### config.mk
export PLATFORM = sky130hd
export DESIGN_NAME = rns7_acc_ctrl
export DESIGN_NICKNAME = d
export VERILOG_FILES = /design/src/rtl/rns7_pkg.sv /design/src/rtl/rns7_therm_add.sv /design/src/rtl/rns7_acc_ctrl.sv
export SDC_FILE = /design/constraint.sdc
export NUM_CORES = 1
export LEC_CHECK = 0
export BUFFER_PORTS_ARGS = -buffer_cell sky130_fd_sc_hd__buf_2
export CORE_AREA = 4 4 61 63
export DETAILED_ROUTE_END_ITERATION = 10
export DIE_AREA = 0 0 65 67
export MAX_ROUTING_LAYER = met4
export PLACE_DENSITY = 0.72
export SKIP_CTS_REPAIR_TIMING = 1
export SLEW_MARGIN = 20
export SYNTH_ARGS = -nofsm -noshare
export SYNTH_HDL_FRONTEND = slang
export SYNTH_SLANG_ARGS = --single-unit
### constraint.sdc
create_clock -name clk -period 3 [get_ports clk]
set_clock_uncertainty 0.2 [all_clocks]
set_input_delay 0 -clock clk [delete_from_list [all_inputs] [get_ports clk]]
set_output_delay 0 -clock clk [all_outputs]
set_load 0.1 [all_outputs]
### src/rtl/rns7_pkg.sv
// Shared constants, FSM states and thermometer-code helpers for mod-7 RNS channels.
package rns7_pkg;

  localparam int unsigned MOD     = 7;
  localparam int unsigned RES_W   = 3;
  localparam int unsigned THERM_W = 6;

  typedef enum logic [1:0] {
    StIdle,
    StAccum,
    StDone
  } state_e;

  // Value v maps to its lowest v bits set.
  function automatic logic [THERM_W-1:0] bin2therm(input logic [RES_W-1:0] v);
    logic [THERM_W-1:0] t;
    t = '0;
    for (int i = 0; i < int'(THERM_W); i++) begin
      t[i] = (int'(v) > i);
    end
    return t;
  endfunction

  // Population count; only meaningful for well-formed thermometer codes.
  function automatic logic [RES_W-1:0] therm2bin(input logic [THERM_W-1:0] t);
    logic [RES_W-1:0] b;
    b = '0;
    for (int i = 0; i < int'(THERM_W); i++) begin
      b = b + RES_W'(t[i]);
    end
    return b;
  endfunction

endpackage

### src/rtl/rns7_therm_add.sv
// Combinational mod-7 adder operating entirely on 6-bit thermometer codes.
module rns7_therm_add
  import rns7_pkg::*;
(
  input  logic [THERM_W-1:0] a,
  input  logic [THERM_W-1:0] b,
  output logic [THERM_W-1:0] sum
);

  // ge vectors: bit n set when operand >= n (bit 0 always set).
  logic [THERM_W:0] a_ge;
  logic [THERM_W:0] b_ge;

  assign a_ge = {a, 1'b1};
  assign b_ge = {b, 1'b1};

  // Merge the two codes into the unreduced sum (0..12), then fold back by 7 if it wrapped.
  always_comb begin
    logic [2*THERM_W+1:0] s_ge;  // top bit stays 0; lets the fold index one past the max
    s_ge = '0;
    for (int i = 0; i <= int'(THERM_W); i++) begin
      for (int j = 0; j <= int'(THERM_W); j++) begin
        s_ge[i+j] = s_ge[i+j] | (a_ge[i] & b_ge[j]);
      end
    end
    sum = '0;
    for (int k = 0; k < int'(THERM_W); k++) begin
      sum[k] = s_ge[MOD] ? s_ge[k+int'(MOD)+1] : s_ge[k+1];
    end
  end

endmodule

### src/rtl/rns7_acc_ctrl.sv
// Frame-based mod-7 accumulator controller: FSM, operand counter, sticky error and handshakes.
module rns7_acc_ctrl
  import rns7_pkg::*;
#(
  parameter int unsigned LEN_W = 8
) (
  input  logic               clk,
  input  logic               rst_n,
  input  logic               start,
  input  logic [LEN_W-1:0]   len,
  input  logic               in_valid,
  output logic               in_ready,
  input  logic [RES_W-1:0]   in_res,
  output logic               out_valid,
  input  logic               out_ready,
  output logic [RES_W-1:0]   out_res,
  output logic [THERM_W-1:0] out_therm,
  output logic               busy,
  output logic               err
);

  state_e             state_q;
  logic [LEN_W-1:0]   cnt_q;
  logic [THERM_W-1:0] acc_q;
  logic               in_ready_q;
  logic               out_valid_q;
  logic               busy_q;
  logic               err_q;

  logic               illegal;
  logic [THERM_W-1:0] operand;
  logic [THERM_W-1:0] acc_sum;
  logic               fire;

  assign fire    = in_valid & in_ready_q;
  assign illegal = (in_res == RES_W'(MOD));
  // An illegal residue contributes nothing to the sum.
  assign operand = illegal ? '0 : bin2therm(in_res);

  rns7_therm_add u_add (
    .a   (acc_q),
    .b   (operand),
    .sum (acc_sum)
  );

  // Single-process FSM; handshake and status outputs are registered alongside the state.
  always_ff @(posedge clk or negedge rst_n) begin
    if (!rst_n) begin
      state_q     <= StIdle;
      cnt_q       <= '0;
      acc_q       <= '0;
      in_ready_q  <= 1'b0;
      out_valid_q <= 1'b0;
      busy_q      <= 1'b0;
      err_q       <= 1'b0;
    end else begin
      unique case (state_q)
        StIdle: begin
          if (start) begin
            cnt_q  <= len;
            acc_q  <= '0;
            err_q  <= 1'b0;
            busy_q <= 1'b1;
            if (len == '0) begin
              state_q     <= StDone;
              out_valid_q <= 1'b1;
            end else begin
              state_q    <= StAccum;
              in_ready_q <= 1'b1;
            end
          end
        end
        StAccum: begin
          if (fire) begin
            acc_q <= acc_sum;
            cnt_q <= cnt_q - LEN_W'(1);
            if (illegal) begin
              err_q <= 1'b1;
            end
            if (cnt_q == LEN_W'(1)) begin
              state_q     <= StDone;
              in_ready_q  <= 1'b0;
              out_valid_q <= 1'b1;
            end
          end
        end
        StDone: begin
          if (out_ready) begin
            state_q     <= StIdle;
            out_valid_q <= 1'b0;
            busy_q      <= 1'b0;
          end
        end
        default: begin
          state_q     <= StIdle;
          in_ready_q  <= 1'b0;
          out_valid_q <= 1'b0;
          busy_q      <= 1'b0;
        end
      endcase
    end
  end

  assign in_ready  = in_ready_q;
  assign out_valid = out_valid_q;
  assign busy      = busy_q;
  assign err       = err_q;
  assign out_therm = acc_q;
  assign out_res   = therm2bin(acc_q);

endmodule

==> impl_table.tex <==
\begin{tabular}{lr}
\hline
Metric & Value \\
\hline
\multicolumn{2}{l}{\textbf{Finish}} \\
Nets & 256 \\
Number of cells in the finished layout apart from fillers & 279 \\
Antenna cells & 0 \\
Final core utilization & 59.8\% \\
Final design area excluding fillers & 1930 um\^{}2 \\
Layout Area Growth over Synthesis & 23.7\% \\
Ratio of cells with drive above 1 in the final layout & 23.6\% \\
Sequential cell area & 512 um\^{}2 \\
Fill count & 294 \\
Footprint of the multi-input gates & 940 um\^{}2 \\
\multicolumn{2}{l}{\textbf{Drt}} \\
Residual DRC count & 0 \\
Per-cell routed wire length & 14.1 um \\
Number of routed nets with antenna violations & 0 \\
Met2 wire length & 1.84 mm \\
Max Used Layer & met4 \\
DR vias & 1591 \\
Via/cell ratio & 5.70 \\
Wire length on met3 & 246 um \\
Met1 routed wirelength after detailed routing & 1.75 mm \\
Overall routed net length & 3.93 mm \\
Count of TritonRoute iterations in the first routing pass & 4 \\
Initial DRC Count & 220 \\
\multicolumn{2}{l}{\textbf{Floorplan}} \\
\# IOs & 29 \\
Die X & 65 um \\
Full die area & 4360 um\^{}2 \\
Initial Util & 48.4\% \\
Die extent in y & 67 um \\
Standard-cell rows & 21 \\
Placeable core area & 3230 um\^{}2 \\
\multicolumn{2}{l}{\textbf{Logic synthesis}} \\
Area of the mapped netlist & 1560 um\^{}2 \\
Post-synth EDFFs & 0 \\
Cells after synthesis & 195 \\
Proportion of synthesized chip area in sequential cells & 32.0\% \\
Asr flop ratio synth & 100\% \\
Flip-flop cell with the highest count after synthesis & sky130\_fd\_sc\_hd\_\_dfrtp\_1 \\
Synthesis Warnings & 0 \\
Post-Syn Nets & 217 \\
Post-synthesis area per instance & 8.01 um\^{}2 \\
Yosys cell types & 46 \\
Total of flip-flops plus latches after synthesis & 20 \\
\multicolumn{2}{l}{\textbf{Critical path}} \\
Worst-path fanout max & 4 \\
R2R Setup Slk & 880 ps \\
CP Launch Type & register \\
Worst Path Class, Setup & reg -> out \\
Buffering stage count on the worst path with inverters included & 3 \\
Endpoint of the most critical setup path & out\_res[1] \\
Signal arrival time at the worst endpoint & 2810 ps \\
Critical-path cell list & fa\_1 > inv\_1 > fa\_1 > inv\_1 > ha\_2 > fa\_2 > buf\_12 \\
Startpoint of the worst setup timing path & out\_therm[0]\$\_DFFE\_PN0P\_ \\
Crit. End Element & output pin \\
Beginning of the worst register-to-register path & state\_q[0]\$\_DFFE\_PN0P\_ \\
Required time of the critical path & 2800 ps \\
Logic depth of the worst path, buffers included & 7 \\
Slowest cell delay on critical path & 550 ps \\
Delay-heaviest family, CP & adder cells \\
Cell with the biggest individual delay on the critical path & sky130\_fd\_sc\_hd\_\_fa\_2 \\
Length in cells of the worst reg-to-reg path & 7 \\
End of the worst register-to-register path & cnt\_q[0]\$\_DFFE\_PN0P\_ \\
\multicolumn{2}{l}{\textbf{STA}} \\
RSZ-0062 raised after global routing & true \\
Finish-stage setup viols & 1 \\
Fmax & 333 MHz \\
Final-layout worst hold slack & -30.8 ps \\
Post-layout min period & 3010 ps \\
Fin worst setup slack & -7.36 ps \\
Fraction of the cycle the final worst path needs & 100\% \\
Slew Limit Headroom & 65.7\% \\
Final max-slew violation count & 0 \\
Final hold vios & 20 \\
Setup tns final & -7.36 ps \\
Pin slew with the least headroom to its limit & 509 ps \\
\multicolumn{2}{l}{\textbf{Placement}} \\
RD Place Congestion & 0.837 \\
Cell area reported after detailed placement & 1740 um\^{}2 \\
Port buffer count & 28 \\
Total placed cells including tap cells & 258 \\
HPWL after DPL & 2.69 mm \\
\multicolumn{2}{l}{\textbf{Clocking}} \\
Clock buffer depth & 2 \\
Sink count of the clock tree & 20 \\
Count of H-tree levels built during CTS & 1 \\
Clock root buffer master & sky130\_fd\_sc\_hd\_\_clkbuf\_4 \\
Clock tree from TritonCTS & built \\
Clock-pin slew on the worst setup and hold paths & 120 ps \\
Clock insertion delay at the later pin of the skew report & 300 ps \\
Number of CTS-inserted buffers & 3 \\
\multicolumn{2}{l}{\textbf{GRT}} \\
Global-route wire length before repair & 6.33 mm \\
Number of global-route vias before repair & 1332 \\
Largest net degree at the start of global routing & 22 \\
GRT Overall Usage & 19.0\% \\
Number of antenna violations at the first check in global routing & 0 \\
Leftover overflow at the end of global routing & 0 \\
\multicolumn{2}{l}{\textbf{Run status}} \\
Violations in the final reports & negative hold slack, negative setup slack \\
Status & finished, violations left \\
\multicolumn{2}{l}{\textbf{Worst hold path}} \\
Tightest Hold Check Type & in -> async \\
\multicolumn{2}{l}{\textbf{Run}} \\
Number of max-cap violations & 0 \\
\hline
\end{tabular}
## logic make-up after synthesis
family | Yosys count | synth area share (%)
flip-flops | 20 | 32.0
AO/OA/AOI/OAI | 75 | 30.6
multiplexers | 2 | 1.44
AND/OR/NAND/NOR | 63 | 21.0
adder cells (fa/ha/maj) | 6 | 6.25
buffers and inverters | 28 | 8.17
XOR/XNOR | 1 | 0.561
## layout by cell type (no fill, tap or decap), types with 2 or more instances in the layout
cell                            count
sky130_fd_sc_hd__a2111oi_0          2
sky130_fd_sc_hd__a211o_1            2
sky130_fd_sc_hd__a211oi_1           6
sky130_fd_sc_hd__a21o_1             2
sky130_fd_sc_hd__a21oi_1           23
sky130_fd_sc_hd__a21oi_2            2
sky130_fd_sc_hd__a22oi_1            3
sky130_fd_sc_hd__and2_1             2
sky130_fd_sc_hd__buf_2             27
sky130_fd_sc_hd__buf_4              8
sky130_fd_sc_hd__clkbuf_4           3
sky130_fd_sc_hd__dfrtp_1           15
sky130_fd_sc_hd__dfrtp_2            3
sky130_fd_sc_hd__dfrtp_4            2
sky130_fd_sc_hd__dlygate4sd3_1     12
sky130_fd_sc_hd__fa_1               2
sky130_fd_sc_hd__ha_1               2
sky130_fd_sc_hd__inv_1             14
sky130_fd_sc_hd__nand2_1           14
sky130_fd_sc_hd__nand2b_1           4
sky130_fd_sc_hd__nor2_1            20
sky130_fd_sc_hd__nor2b_1            3
sky130_fd_sc_hd__nor3_1             7
sky130_fd_sc_hd__nor4_1             6
sky130_fd_sc_hd__nor4_2             2
sky130_fd_sc_hd__o211ai_1           2
sky130_fd_sc_hd__o21ai_0            5
sky130_fd_sc_hd__o21ai_1           14
sky130_fd_sc_hd__o22ai_1            2
sky130_fd_sc_hd__o32ai_1            2
## per-stage QoR
step | hold slack [ps] | worst slack [ps]
after CTS | -563 | -106
after floorplan | -496 | 1.36
final | -30.8 | -7.36
after detailed placement | -220 | 246
after global placement | -218 | 260
after global routing | 7.53 | -112
## registers in the layout, indices dropped and copies added, names as in the netlist
register	flops
out_therm	6
state_q	2
err	1
busy	1
in_ready	1
out_valid	1
cnt_q	8
## how the worst min path moves through the flow
| stage | start | to | slack [ps] | cells after the start |
|---|---|---|---|---|
| after CTS | rst_n | out_therm[3]$_DFFE_PN0P_ | -560 | 1 |
| after global placement | rst_n | err$_DFFE_PN0P_ | -220 | 1 |
| after detailed placement | rst_n | err$_DFFE_PN0P_ | -220 | 1 |
| final | rst_n | out_therm[2]$_DFFE_PN0P_ | -30 | 2 |
| after floorplan | rst_n | busy$_DFFE_PN0P_ | -500 | 0 |
| after global routing | rst_n | out_therm[2]$_DFFE_PN0P_ | 8 | 2 |
## cell type report
type                       instances  area share, %
clock buffer                       4           1.88
inverter                          14           2.72
multi-input combinational        147           48.6
sequential                        20           26.5
tap                               46           2.98
timing repair buffer              48           17.3
## routing by layer
metal | track usage (%) | vias to the layer above
met4 | 8.44 | 0
met3 | 2.02 | 8
met1 | 25.6 | 729
li1 | - | 789
met2 | 28.9 | 65
met5 | - | -
## worst register-to-register path, stage by stage, from the launching register on
cell,delay (ps)
sky130_fd_sc_hd__dfrtp_1,500
sky130_fd_sc_hd__nor2b_1,180
sky130_fd_sc_hd__buf_4,190
sky130_fd_sc_hd__a31oi_2,440
sky130_fd_sc_hd__buf_4,270
sky130_fd_sc_hd__nor3_1,60
sky130_fd_sc_hd__a21oi_1,120
sky130_fd_sc_hd__o21ai_1,70
## synthesized netlist by cell type, types with 2 or more instances
library cell,instances,area [um^2]
sky130_fd_sc_hd__o21ai_0,5,25.0
sky130_fd_sc_hd__nor4_1,6,37.5
sky130_fd_sc_hd__nor2_1,20,75.1
sky130_fd_sc_hd__nor3_1,7,35.0
sky130_fd_sc_hd__a22oi_1,3,22.5
sky130_fd_sc_hd__nor2b_1,3,18.8
sky130_fd_sc_hd__a2111oi_0,2,17.5
sky130_fd_sc_hd__nor4_2,2,25.0
sky130_fd_sc_hd__buf_2,5,25.0
sky130_fd_sc_hd__a21oi_2,2,17.5
sky130_fd_sc_hd__and2_1,2,12.5
sky130_fd_sc_hd__fa_1,3,60.1
sky130_fd_sc_hd__a21oi_1,23,115
sky130_fd_sc_hd__a211oi_1,6,45.0
sky130_fd_sc_hd__a21o_1,2,15.0
sky130_fd_sc_hd__o211ai_1,2,15.0
sky130_fd_sc_hd__buf_6,2,22.5
sky130_fd_sc_hd__clkbuf_1,6,22.5
sky130_fd_sc_hd__o21ai_1,14,70.1
sky130_fd_sc_hd__a211o_1,2,17.5
sky130_fd_sc_hd__dfrtp_1,20,500
sky130_fd_sc_hd__o22ai_1,2,12.5
sky130_fd_sc_hd__o32ai_1,2,17.5
sky130_fd_sc_hd__ha_1,3,37.5
sky130_fd_sc_hd__nand2b_1,4,25.0
sky130_fd_sc_hd__nand2_1,14,52.6
sky130_fd_sc_hd__inv_1,14,52.6
Power is not shown: default switching activity piles up to over one toggle a cycle in this logic, so the estimate is an artifact.
